**src/rtl/mux_fifo_pkg.sv**
```systemverilog
// mux_fifo_pkg
//   Shared types and width helpers for the mux_fifo scheduler slice.
//   sched_state_t : scheduler FSM state encoding.
//   calc_units    : data beat width / unit width -> units per beat.
//   calc_ofst_w   : unit-offset field width for a given units-per-beat.
package mux_fifo_pkg;

  typedef enum logic [1:0] {
    ST_IDLE  = 2'd0,
    ST_XFER  = 2'd1,
    ST_FLUSH = 2'd2
  } sched_state_t;

  function automatic int unsigned calc_units(input int unsigned data_width,
                                             input int unsigned data_unit);
    return data_width / data_unit;
  endfunction

  function automatic int unsigned calc_ofst_w(input int unsigned units);
    return (units > 1) ? $clog2(units) : 1;
  endfunction

endpackage

```
**src/rtl/mux_fifo_sched_rr_arb.sv**
```systemverilog
// mux_fifo_rr_arb
//   Combinational masked round-robin picker.
//   req : per-requester request vector
//   ptr : last served requester; search starts at ptr+1 and wraps
//   gnt : one-hot grant (zero when no request)
//   id  : index of the granted requester
//   any : at least one request present
module mux_fifo_rr_arb #(
  parameter  int unsigned NUM_REQ = 4,
  localparam int unsigned ID_W    = $clog2(NUM_REQ)
) (
  input  logic [NUM_REQ-1:0] req,
  input  logic [ID_W-1:0]    ptr,
  output logic [NUM_REQ-1:0] gnt,
  output logic [ID_W-1:0]    id,
  output logic               any
);

  logic [ID_W-1:0] idx;

  always_comb begin
    gnt = '0;
    id  = '0;
    any = 1'b0;
    idx = '0;
    for (int unsigned i = 1; i <= NUM_REQ; i++) begin
      idx = ID_W'((32'(ptr) + i) % NUM_REQ);
      if (!any && req[idx]) begin
        any      = 1'b1;
        gnt[idx] = 1'b1;
        id       = idx;
      end
    end
  end

endmodule

```
**src/rtl/mux_fifo_sched.sv**
```systemverilog
// mux_fifo_sched
//   Round-robin scheduler sharing one mux_fifo_core among NUM_REQ requesters.
//   A requester's command (length in units, src/dst offsets, last, user) is
//   accepted in IDLE, then its data beats are streamed into the core src_*
//   interface with per-beat bgin/done/unit_num/offset. flush_req aborts the
//   current packet and pulses core_flush for one cycle.
//   Ports:
//     clk, rst_n            clock, asynchronous active-low reset
//     flush_req             abort + flush core
//     cmd_*                 per-requester command (flattened, requester 0 in LSBs)
//     req_data*             per-requester data stream
//     core_*                to/from the shared mux_fifo_core
//     busy, grant_id        scheduler status
module mux_fifo_sched
  import mux_fifo_pkg::*;
#(
  parameter  int unsigned NUM_REQ         = 4,
  parameter  int unsigned DATA_WIDTH      = 32,
  parameter  int unsigned DATA_UNIT       = 8,
  parameter  int unsigned USER_INFO_WIDTH = 8,
  parameter  int unsigned LEN_WIDTH       = 16,
  localparam int unsigned UNITS           = calc_units(DATA_WIDTH, DATA_UNIT),
  localparam int unsigned OFST_W          = calc_ofst_w(UNITS),
  localparam int unsigned PTR_W           = OFST_W + 1,
  localparam int unsigned ID_W            = $clog2(NUM_REQ)
) (
  input  logic                           clk,
  input  logic                           rst_n,
  input  logic                           flush_req,
  input  logic [NUM_REQ-1:0]             cmd_valid,
  output logic [NUM_REQ-1:0]             cmd_ready,
  input  logic [NUM_REQ*LEN_WIDTH-1:0]   cmd_len,
  input  logic [NUM_REQ*OFST_W-1:0]      cmd_src_ofst,
  input  logic [NUM_REQ*OFST_W-1:0]      cmd_dst_ofst,
  input  logic [NUM_REQ-1:0]             cmd_last,
  input  logic [NUM_REQ*USER_INFO_WIDTH-1:0] cmd_user,
  input  logic [NUM_REQ*DATA_WIDTH-1:0]  req_data,
  input  logic [NUM_REQ-1:0]             req_data_valid,
  output logic [NUM_REQ-1:0]             req_data_ready,
  output logic                           core_flush,
  output logic [DATA_WIDTH-1:0]          core_src_data,
  output logic                           core_src_valid,
  input  logic                           core_src_ready,
  output logic                           core_src_bgin,
  output logic [PTR_W-1:0]               core_src_unit_num,
  output logic                           core_src_done,
  output logic                           core_src_last,
  output logic [OFST_W-1:0]              core_src_offset,
  output logic [OFST_W-1:0]              core_src_initial_offset,
  output logic [USER_INFO_WIDTH-1:0]     core_src_user_info,
  output logic                           busy,
  output logic [ID_W-1:0]                grant_id
);

  typedef struct packed {
    logic [OFST_W-1:0]          src_ofst;
    logic [OFST_W-1:0]          dst_ofst;
    logic                       last;
    logic [USER_INFO_WIDTH-1:0] user;
  } sched_cmd_t;

  sched_state_t         state_q, state_d;
  sched_cmd_t           cmd_q, cmd_d;
  logic [ID_W-1:0]      rr_q, rr_d;
  logic [ID_W-1:0]      grant_q, grant_d;
  logic                 first_q, first_d;
  logic [LEN_WIDTH-1:0] remaining_q, remaining_d;

  logic [LEN_WIDTH-1:0]       len_a  [NUM_REQ];
  logic [OFST_W-1:0]          sofs_a [NUM_REQ];
  logic [OFST_W-1:0]          dofs_a [NUM_REQ];
  logic [USER_INFO_WIDTH-1:0] user_a [NUM_REQ];
  logic [DATA_WIDTH-1:0]      data_a [NUM_REQ];

  logic [NUM_REQ-1:0]   arb_req, arb_gnt;
  logic [ID_W-1:0]      arb_id;
  logic                 arb_any;
  logic                 xfer, active, hs, done;
  logic [LEN_WIDTH-1:0] avail, take;

  always_comb begin
    for (int unsigned i = 0; i < NUM_REQ; i++) begin
      len_a[i]  = cmd_len[i*LEN_WIDTH +: LEN_WIDTH];
      sofs_a[i] = cmd_src_ofst[i*OFST_W +: OFST_W];
      dofs_a[i] = cmd_dst_ofst[i*OFST_W +: OFST_W];
      user_a[i] = cmd_user[i*USER_INFO_WIDTH +: USER_INFO_WIDTH];
      data_a[i] = req_data[i*DATA_WIDTH +: DATA_WIDTH];
    end
  end

  // Masking requests during flush_req keeps the accept path quiet that cycle.
  assign arb_req = flush_req ? '0 : cmd_valid;

  mux_fifo_rr_arb #(
    .NUM_REQ (NUM_REQ)
  ) u_rr_arb (
    .req (arb_req),
    .ptr (rr_q),
    .gnt (arb_gnt),
    .id  (arb_id),
    .any (arb_any)
  );

  assign xfer   = (state_q == ST_XFER);
  assign active = xfer && !flush_req;
  assign avail  = first_q ? (LEN_WIDTH'(UNITS) - LEN_WIDTH'(cmd_q.src_ofst))
                          : LEN_WIDTH'(UNITS);
  assign done   = (remaining_q <= avail);
  assign take   = done ? remaining_q : avail;
  assign hs     = core_src_valid && core_src_ready;

  assign cmd_ready      = (state_q == ST_IDLE) ? arb_gnt : '0;
  assign req_data_ready = active ? (NUM_REQ'(core_src_ready) << grant_q) : '0;
  assign core_src_valid = active && req_data_valid[grant_q];
  assign core_src_data  = xfer ? data_a[grant_q] : '0;
  assign core_src_bgin  = xfer && first_q;
  assign core_src_unit_num       = xfer ? PTR_W'(take) : '0;
  assign core_src_done           = xfer && done;
  assign core_src_last           = xfer && done && cmd_q.last;
  assign core_src_offset         = (xfer && first_q) ? cmd_q.src_ofst : '0;
  assign core_src_initial_offset = xfer ? cmd_q.dst_ofst : '0;
  assign core_src_user_info      = xfer ? cmd_q.user : '0;
  assign core_flush = (state_q == ST_FLUSH);
  assign busy       = (state_q != ST_IDLE);
  assign grant_id   = grant_q;

  always_comb begin
    state_d     = state_q;
    cmd_d       = cmd_q;
    rr_d        = rr_q;
    grant_d     = grant_q;
    first_d     = first_q;
    remaining_d = remaining_q;
    if (flush_req) begin
      state_d = ST_FLUSH;
      // Only an in-flight packet hands its priority away.
      if (xfer) rr_d = grant_q;
    end else begin
      unique case (state_q)
        ST_IDLE: begin
          if (arb_any) begin
            grant_d        = arb_id;
            cmd_d.src_ofst = sofs_a[arb_id];
            cmd_d.dst_ofst = dofs_a[arb_id];
            cmd_d.last     = cmd_last[arb_id];
            cmd_d.user     = user_a[arb_id];
            if (len_a[arb_id] == '0) begin
              rr_d = arb_id;
            end else begin
              remaining_d = len_a[arb_id];
              first_d     = 1'b1;
              state_d     = ST_XFER;
            end
          end
        end
        ST_XFER: begin
          if (hs) begin
            remaining_d = remaining_q - take;
            first_d     = 1'b0;
            if (done) begin
              rr_d    = grant_q;
              state_d = ST_IDLE;
            end
          end
        end
        ST_FLUSH: state_d = ST_IDLE;
        default:  state_d = ST_IDLE;
      endcase
    end
  end

  always_ff @(posedge clk or negedge rst_n) begin
    if (!rst_n) begin
      state_q     <= ST_IDLE;
      cmd_q       <= '0;
      rr_q        <= ID_W'(NUM_REQ - 1);
      grant_q     <= '0;
      first_q     <= 1'b0;
      remaining_q <= '0;
    end else begin
      state_q     <= state_d;
      cmd_q       <= cmd_d;
      rr_q        <= rr_d;
      grant_q     <= grant_d;
      first_q     <= first_d;
      remaining_q <= remaining_d;
    end
  end

endmodule
```
**config.mk**
```make
export PLATFORM = sky130hd
export DESIGN_NAME = mux_fifo_sched
export DESIGN_NICKNAME = d
export VERILOG_FILES = /design/src/rtl/mux_fifo_pkg.sv /design/src/rtl/mux_fifo_sched_rr_arb.sv /design/src/rtl/mux_fifo_sched.sv
export SDC_FILE = /design/constraint.sdc
export NUM_CORES = 1
export LEC_CHECK = 0
export CORE_AREA = 2 2 125 127
export CTS_BUF_LIST = sky130_fd_sc_hd__clkbuf_4
export CTS_CLUSTER_SIZE = 30
export DETAILED_ROUTE_END_ITERATION = 16
export DIE_AREA = 0 0 127 129
export GPL_TIMING_DRIVEN = 0
export HOLD_SLACK_MARGIN = 0.15
export PLACE_DENSITY = 0.79
export SYNTH_ARGS = -nofsm -noshare
export SYNTH_HDL_FRONTEND = slang
export SYNTH_SLANG_ARGS = --single-unit
export TNS_END_PERCENT = 50
```
**constraint.sdc**
```tcl
create_clock -name clk -period 11.1 [get_ports clk]
set_input_delay 3.33 -clock clk [delete_from_list [all_inputs] [get_ports clk]]
set_output_delay 3.33 -clock clk [all_outputs]
set_load 0.02 [all_outputs]
```
==> Word level (Yosys, flattened, before mapping) <==
Index checks and enable logic that the tools add are counted.
{ "op_classes": {"n_eq_ne": 11, "magnitude_cmp": 13, "bitwise": 6, "n_shift": 1, "addsub": 6, "n_reduce_logical": 25, "div": 0, "n_mul": 0, "n_mux": 78} }
{ "ops": {"columns": ["op", "n"], "rows": [
  ["2-to-1 mux 16 bit", 7],
  ["2-to-1 mux 32 bit", 3],
  ["binary-select mux 32 bit (select 2 bit)", 1],
  ["2-to-1 mux 2 bit", 21],
  ["binary-select mux 16 bit (select 2 bit)", 1],
  ["one-hot mux 16 bit (2 select lines)", 1],
  ["2-to-1 mux 4 bit", 7],
  ["2-to-1 mux 8 bit", 3],
  ["less-than comparator 2 x 3 -> 1 bit, second input constant", 6],
  ["2-to-1 mux 1 bit", 17],
  ["binary-select mux 8 bit (select 2 bit)", 1],
  ["less-or-equal comparator 16 bit", 1],
  ["logical NOT 16 bit", 1],
  ["subtractor 16 bit", 1],
  ["logical AND 1 bit", 13],
  ["binary-select mux 1 bit (select 2 bit)", 6],
  ["bitwise OR 4 bit", 3],
  ["inequality test 3 x 2 -> 1 bit, second input constant", 3],
  ["binary-select mux 2 bit (select 2 bit)", 2],
  ["demux 1 bit (select 2 bit)", 4],
  [">= comparator 2 x 1 -> 1 bit, second input constant", 4],
  ["one-hot mux 2 bit (2 select lines)", 2],
  [">= comparator 3 bit, second input constant", 2],
  ["inequality test 3 bit, second input constant", 2],
  ["other kinds (19)", 28]
]} }
{ "word_totals": {"reg_bits": 36, "rom_bits": 0, "mem_bits_rw": 0, "mem_count": 0, "output_inout_bits": 63, "elab_cells": 149, "in_bits": 256, "latchBits": 0} }

==> Depth between registers and ports, before layout <==
{ "depth": {"ltp_word": 22, "depth_mapped": 18, "ltp_nobuf": 18} }

==> Hierarchy <==
A second synthesis with hierarchy kept.
{ "hier_totals": {"cells_unflattened": 422, "hier_area_um2": 4550.6} }
{ "by_module_without_submodules": {"columns": ["mod", "area_per_inst_um2", "cells_per_inst", "n_inst"], "rows": [
  ["mux_fifo_sched", 4025.1, 354, 1],
  ["mux_fifo_rr_arb", 525.5, 68, 1]
]} }

==> Worst setup path after synthesis <==
OpenSTA, ideal clock, no wires.
{ "synth_path": {"kind": "input to output", "start": "input cmd_valid[0]", "end": "output cmd_ready[1]", "arrival_time_ns": 4.700, "path_slack_ns": 3.070, "path_buffers": 1, "cell_stages": 6, "path_cell_list": "buf_2 -> mux2_2 -> a22oi_2 -> o21a_1 -> a222oi_1 -> a21oi_1"} }
{ "synth_via": {"elab_chain_len": 14, "elab_cells_between_ends": 26, "classes_between": "17 x mux; 3 x bitwise; 6 x reduce/logical"} }
{ "synth_rtl": {"columns": ["element", "line_no", "text"], "rows": [
  ["start: declaration", "mux_fifo_sched.sv:30", "input logic [NUM_REQ-1:0] cmd_valid,"],
  ["2-to-1 mux 4 bit (*)", "mux_fifo_sched.sv:92", "assign arb_req = flush_req ? '0 : cmd_valid;"],
  ["binary-select mux 1 bit (select 2 bit)", "mux_fifo_sched_rr_arb.sv:28", "if (!any && req[idx]) begin"],
  ["2-to-1 mux 1 bit (implied by the code)", "mux_fifo_sched_rr_arb.sv:28", null],
  ["2-to-1 mux 1 bit", "mux_fifo_sched_rr_arb.sv:28", null],
  ["logical NOT 1 bit", "mux_fifo_sched_rr_arb.sv:28", null],
  ["logical AND 1 bit", "mux_fifo_sched_rr_arb.sv:28", null],
  ["2-to-1 mux 1 bit", "mux_fifo_sched_rr_arb.sv:28", null],
  ["logical NOT 1 bit", "mux_fifo_sched_rr_arb.sv:28", null],
  ["logical AND 1 bit", "mux_fifo_sched_rr_arb.sv:28", null],
  ["2-to-1 mux 1 bit", "mux_fifo_sched_rr_arb.sv:28", null],
  ["logical NOT 1 bit", "mux_fifo_sched_rr_arb.sv:28", null],
  ["logical AND 1 bit", "mux_fifo_sched_rr_arb.sv:28", null],
  ["2-to-1 mux 4 bit (*)", "mux_fifo_sched_rr_arb.sv:28", null],
  ["2-to-1 mux 4 bit (*)", "mux_fifo_sched.sv:112", "assign cmd_ready = (state_q == ST_IDLE) ? arb_gnt : '0;"],
  ["end: declaration", "mux_fifo_sched.sv:31", "output logic [NUM_REQ-1:0] cmd_ready,"]
]} }
Every way passes the cells marked *; elsewhere a longest branch is shown, timed or not. The select of a mux whose other input is x is not followed.

==> Worst setup path in the final report <==
{ "layout_path": {"start": "input cmd_valid[1]", "end": "output cmd_ready[1]"} }
Same word-level chain as after synthesis.

==> results.cfg <==
[route]
viasPerCell = 5.85
drt_iter0_markers = 656
ant_nets = 0
via_count = 6269
drt-pass1-iter-count = 6
drt_wl_total_um = 25500
avgRoutedWirePerCell_um = 23.8
drcViolationCount = 0

[clock_network]
clkLatencyLatePin_ns = 0.36
cts_tree = yes
clkSinkCount = 36
cts_htree_levels = 2
cts_resized = 0
path_clk_slew_ns = 0.11
cts_hold_buf = 0
cts-root-buf = clkbuf_4
cts_setup_buffers = 0
cts_buffers = 5
cts_buffer_depth = 2

[sta]
min_period_ns = 9.08
timing.final.setup_violations = 0
grt_setup_unrepaired = no
slew_viol_final = 0
maxSlewHeadroom_pct = 40.6
worstMarginPinSlew_ns = 0.891
fin_skew_ns = 0.0153
max_clock_freq_ghz = 0.110
finalHoldViolCount = 0
tns_ns = 0
finalCritPeriodShare_pct = 81.8

[finish]
nNetsFinal = 1150
finalNonFillerCells = 1071
layout-drive-gt1-share_pct = 10.4
final_area_um2 = 8270
areaGrowthSynthToFinish_pct = 72.3

[worst_setup_path]
crit_path_max_incr_delay_ns = 0.62
crit_path_cell_trace = clkdlybuf4s50_1, mux2_2, a22oi_2, o21a_1, a222oi_1, a21oi_1, clkdlybuf4s50_1
worst-setup-path-type = primary input to primary output
cp.required_ns = 7.77
arrival_ns = 5.75
worst-r2r-setup-slack_ns = 6.74
critPathMaxFanout = 8
cp-start-kind = primary input
r2r-start = cmd_q[12]$_DFFE_PN0P_
worstReg2RegEnd = remaining_q[11]$_DFFE_PN0P_
cp_common_cell = clkdlybuf4s50_1
slowest_stage = clkdlybuf4s50_1
end_kind = primary output
endpoint = cmd_ready[1]
startpoint = cmd_valid[1]
r2r_cells = 17

[die]
chipHeight_um = 129
start_util_pct = 32.1
core_um2 = 15000
fp.dieW_um = 127
core.rowCount = 45
die_area_um2 = 16400
io_pins = 319

[power_and_ir_drop]
p_leak_nw = 3.14
finalPower_mw = 1.40
p_switching_uw = 686
seq_power_share_pct = 17.8
ir_drop_mv = 0.104
power_density_nw_per_um2 = 170
internal_power_uw = 718
p_sw_share_pct = 48.9
combPwrFrac_pct = 76.7
pwr-share-clk_pct = 5.5

[min_path]
hp-class = register to register

[place]
place_area_um2 = 8210
place_hpwl_um = 21400
io_buffers = 317
place_congestion = 0.961
dp.cells = 1059

[global_routing]
antenna_found_initial = 7
grt_pass1_vias = 6062
grt_overflow_total = 0
grt_pass1_wl_um = 37300
grt_start_max_net_pins = 37
track_usage_pct = 30.2

[synth]
synth_area_per_cell_um2 = 8.67
ys_warn_count = 0
syn_inst = 554
synth-edff-count = 0
synth-async-reset-ratio_pct = 100
synth.cell_area_um2 = 4800
synth_fp_nets = 826
synthFlopType = dfrtp_1
synth_most_common_cell = nand2_1
yosysSeqAreaShare_pct = 18.8
ys_ff_latch = 36
yosysTopAreaCell = dfrtp_1
synth_top_cell_area_share_pct = 17.7
ys_top_cells_by_count = nand2_1 (68), and2_1 (49), dfrtp_1 (34), mux4_2 (33)
synthTopCellsByArea = dfrtp_1 (18%), mux4_2 (15%), and2_1 (6.4%)
ys_types = 67

[job]
maxCapViolCount = 0

[status]
outcome = completed
## flip-flops by register name, indices dropped and copies added, names as in the netlist
register	flops
state_q	2
remaining_q	16
cmd_q	13
first_q	1
rr_q	2
grant_id	2
## critical path, delay by kind of cell
family | cells | cell delay (ns)
buffers and inverters | 2 | 1.22
AOI/OAI and AO/OA | 4 | 0.83
muxes | 1 | 0.37
## worst min path at each step
| stage | startpoint | to | slack [ns] | depth (start not counted) |
|---|---|---|---|---|
| 2_1_floorplan | cmd_q[0]$_DFFE_PN0P_ | cmd_q[0]$_DFFE_PN0P_ | 0.44 | 1 |
| 3_3_place_gp | cmd_q[6]$_DFFE_PN0P_ | cmd_q[6]$_DFFE_PN0P_ | 0.45 | 1 |
| 3_5_place_dp | cmd_q[9]$_DFFE_PN0P_ | cmd_q[9]$_DFFE_PN0P_ | 0.46 | 1 |
| 4_1_cts | cmd_q[9]$_DFFE_PN0P_ | cmd_q[9]$_DFFE_PN0P_ | 0.48 | 1 |
| 5_1_grt | cmd_q[9]$_DFFE_PN0P_ | cmd_q[9]$_DFFE_PN0P_ | 0.49 | 1 |
| 6_report | cmd_q[6]$_DFFE_PN0P_ | cmd_q[6]$_DFFE_PN0P_ | 0.48 | 1 |
## layer usage
layer  part of all wire (%)  track usage [%]  routed length (µm)
met1                     41             40.0               10500
met2                     47             50.5               11900
met3                    9.5             5.70                2430
met4                    2.7             8.73                 688
met5                      0                0                   0
## through the flow
step	util, %	hold WS, ns	worst slack [ns]
global route	55.2	0.487	1.85
global placement	54.8	0.453	2.07
detailed placement	54.8	0.458	2.06
finish	55.2	0.484	2.02
floorplan	-	0.441	3.07
CTS	55.2	0.482	2.05
## power groups by stage
stage	clock, mW	combinational [mW]	sequential (mW)
floorplan	0	0.702	0.236
global placement	0	1.04	0.247
detailed placement	0	1.05	0.249
CTS	0.0768	1.06	0.247
global route	0.0801	1.16	0.258
finish	0.0775	1.08	0.249
## cells in the final DEF, fill, tap and decap left out, types with 8 or more instances in the layout
cell,instances
and3_1,21
buf_2,12
inv_1,11
and2_1,49
nand3_1,11
nand2_1,68
mux4_2,33
clkbuf_1,24
a22o_1,8
nor2_1,21
o21ai_0,17
nor3_1,12
mux2i_1,12
a21o_1,13
a21oi_1,24
nor4_1,19
clkdlybuf4s50_1,316
a211oi_1,19
a31oi_1,8
ha_1,15
dfrtp_1,34
a311oi_1,14
## logic make-up after synthesis
| logic type | synth area share, % |
|---|---|
| multiplexers | 21.1 |
| XOR/XNOR | 0.182 |
| AO/OA/AOI/OAI | 22.4 |
| buffers and inverters | 5.84 |
| adder cells (fa/ha/maj) | 4.33 |
| AND/OR/NAND/NOR | 27.4 |
| flip-flops | 18.8 |
## layout make-up
| class | count | area [µm²] |
|---|---|---|
| fill | 1403 | 6710 |
| multi-input combinational | 460 | 3620 |
| timing repair buffer | 317 | 3170 |
| sequential | 36 | 903 |
| buffer | 47 | 239 |
| tap | 188 | 235 |
| clock buffer | 7 | 52.6 |
| inverter | 11 | 41.3 |
| antenna | 4 | 10.0 |
| clock inverter | 1 | 3.75 |
Note: power is estimated with default switching activity, not from simulation.
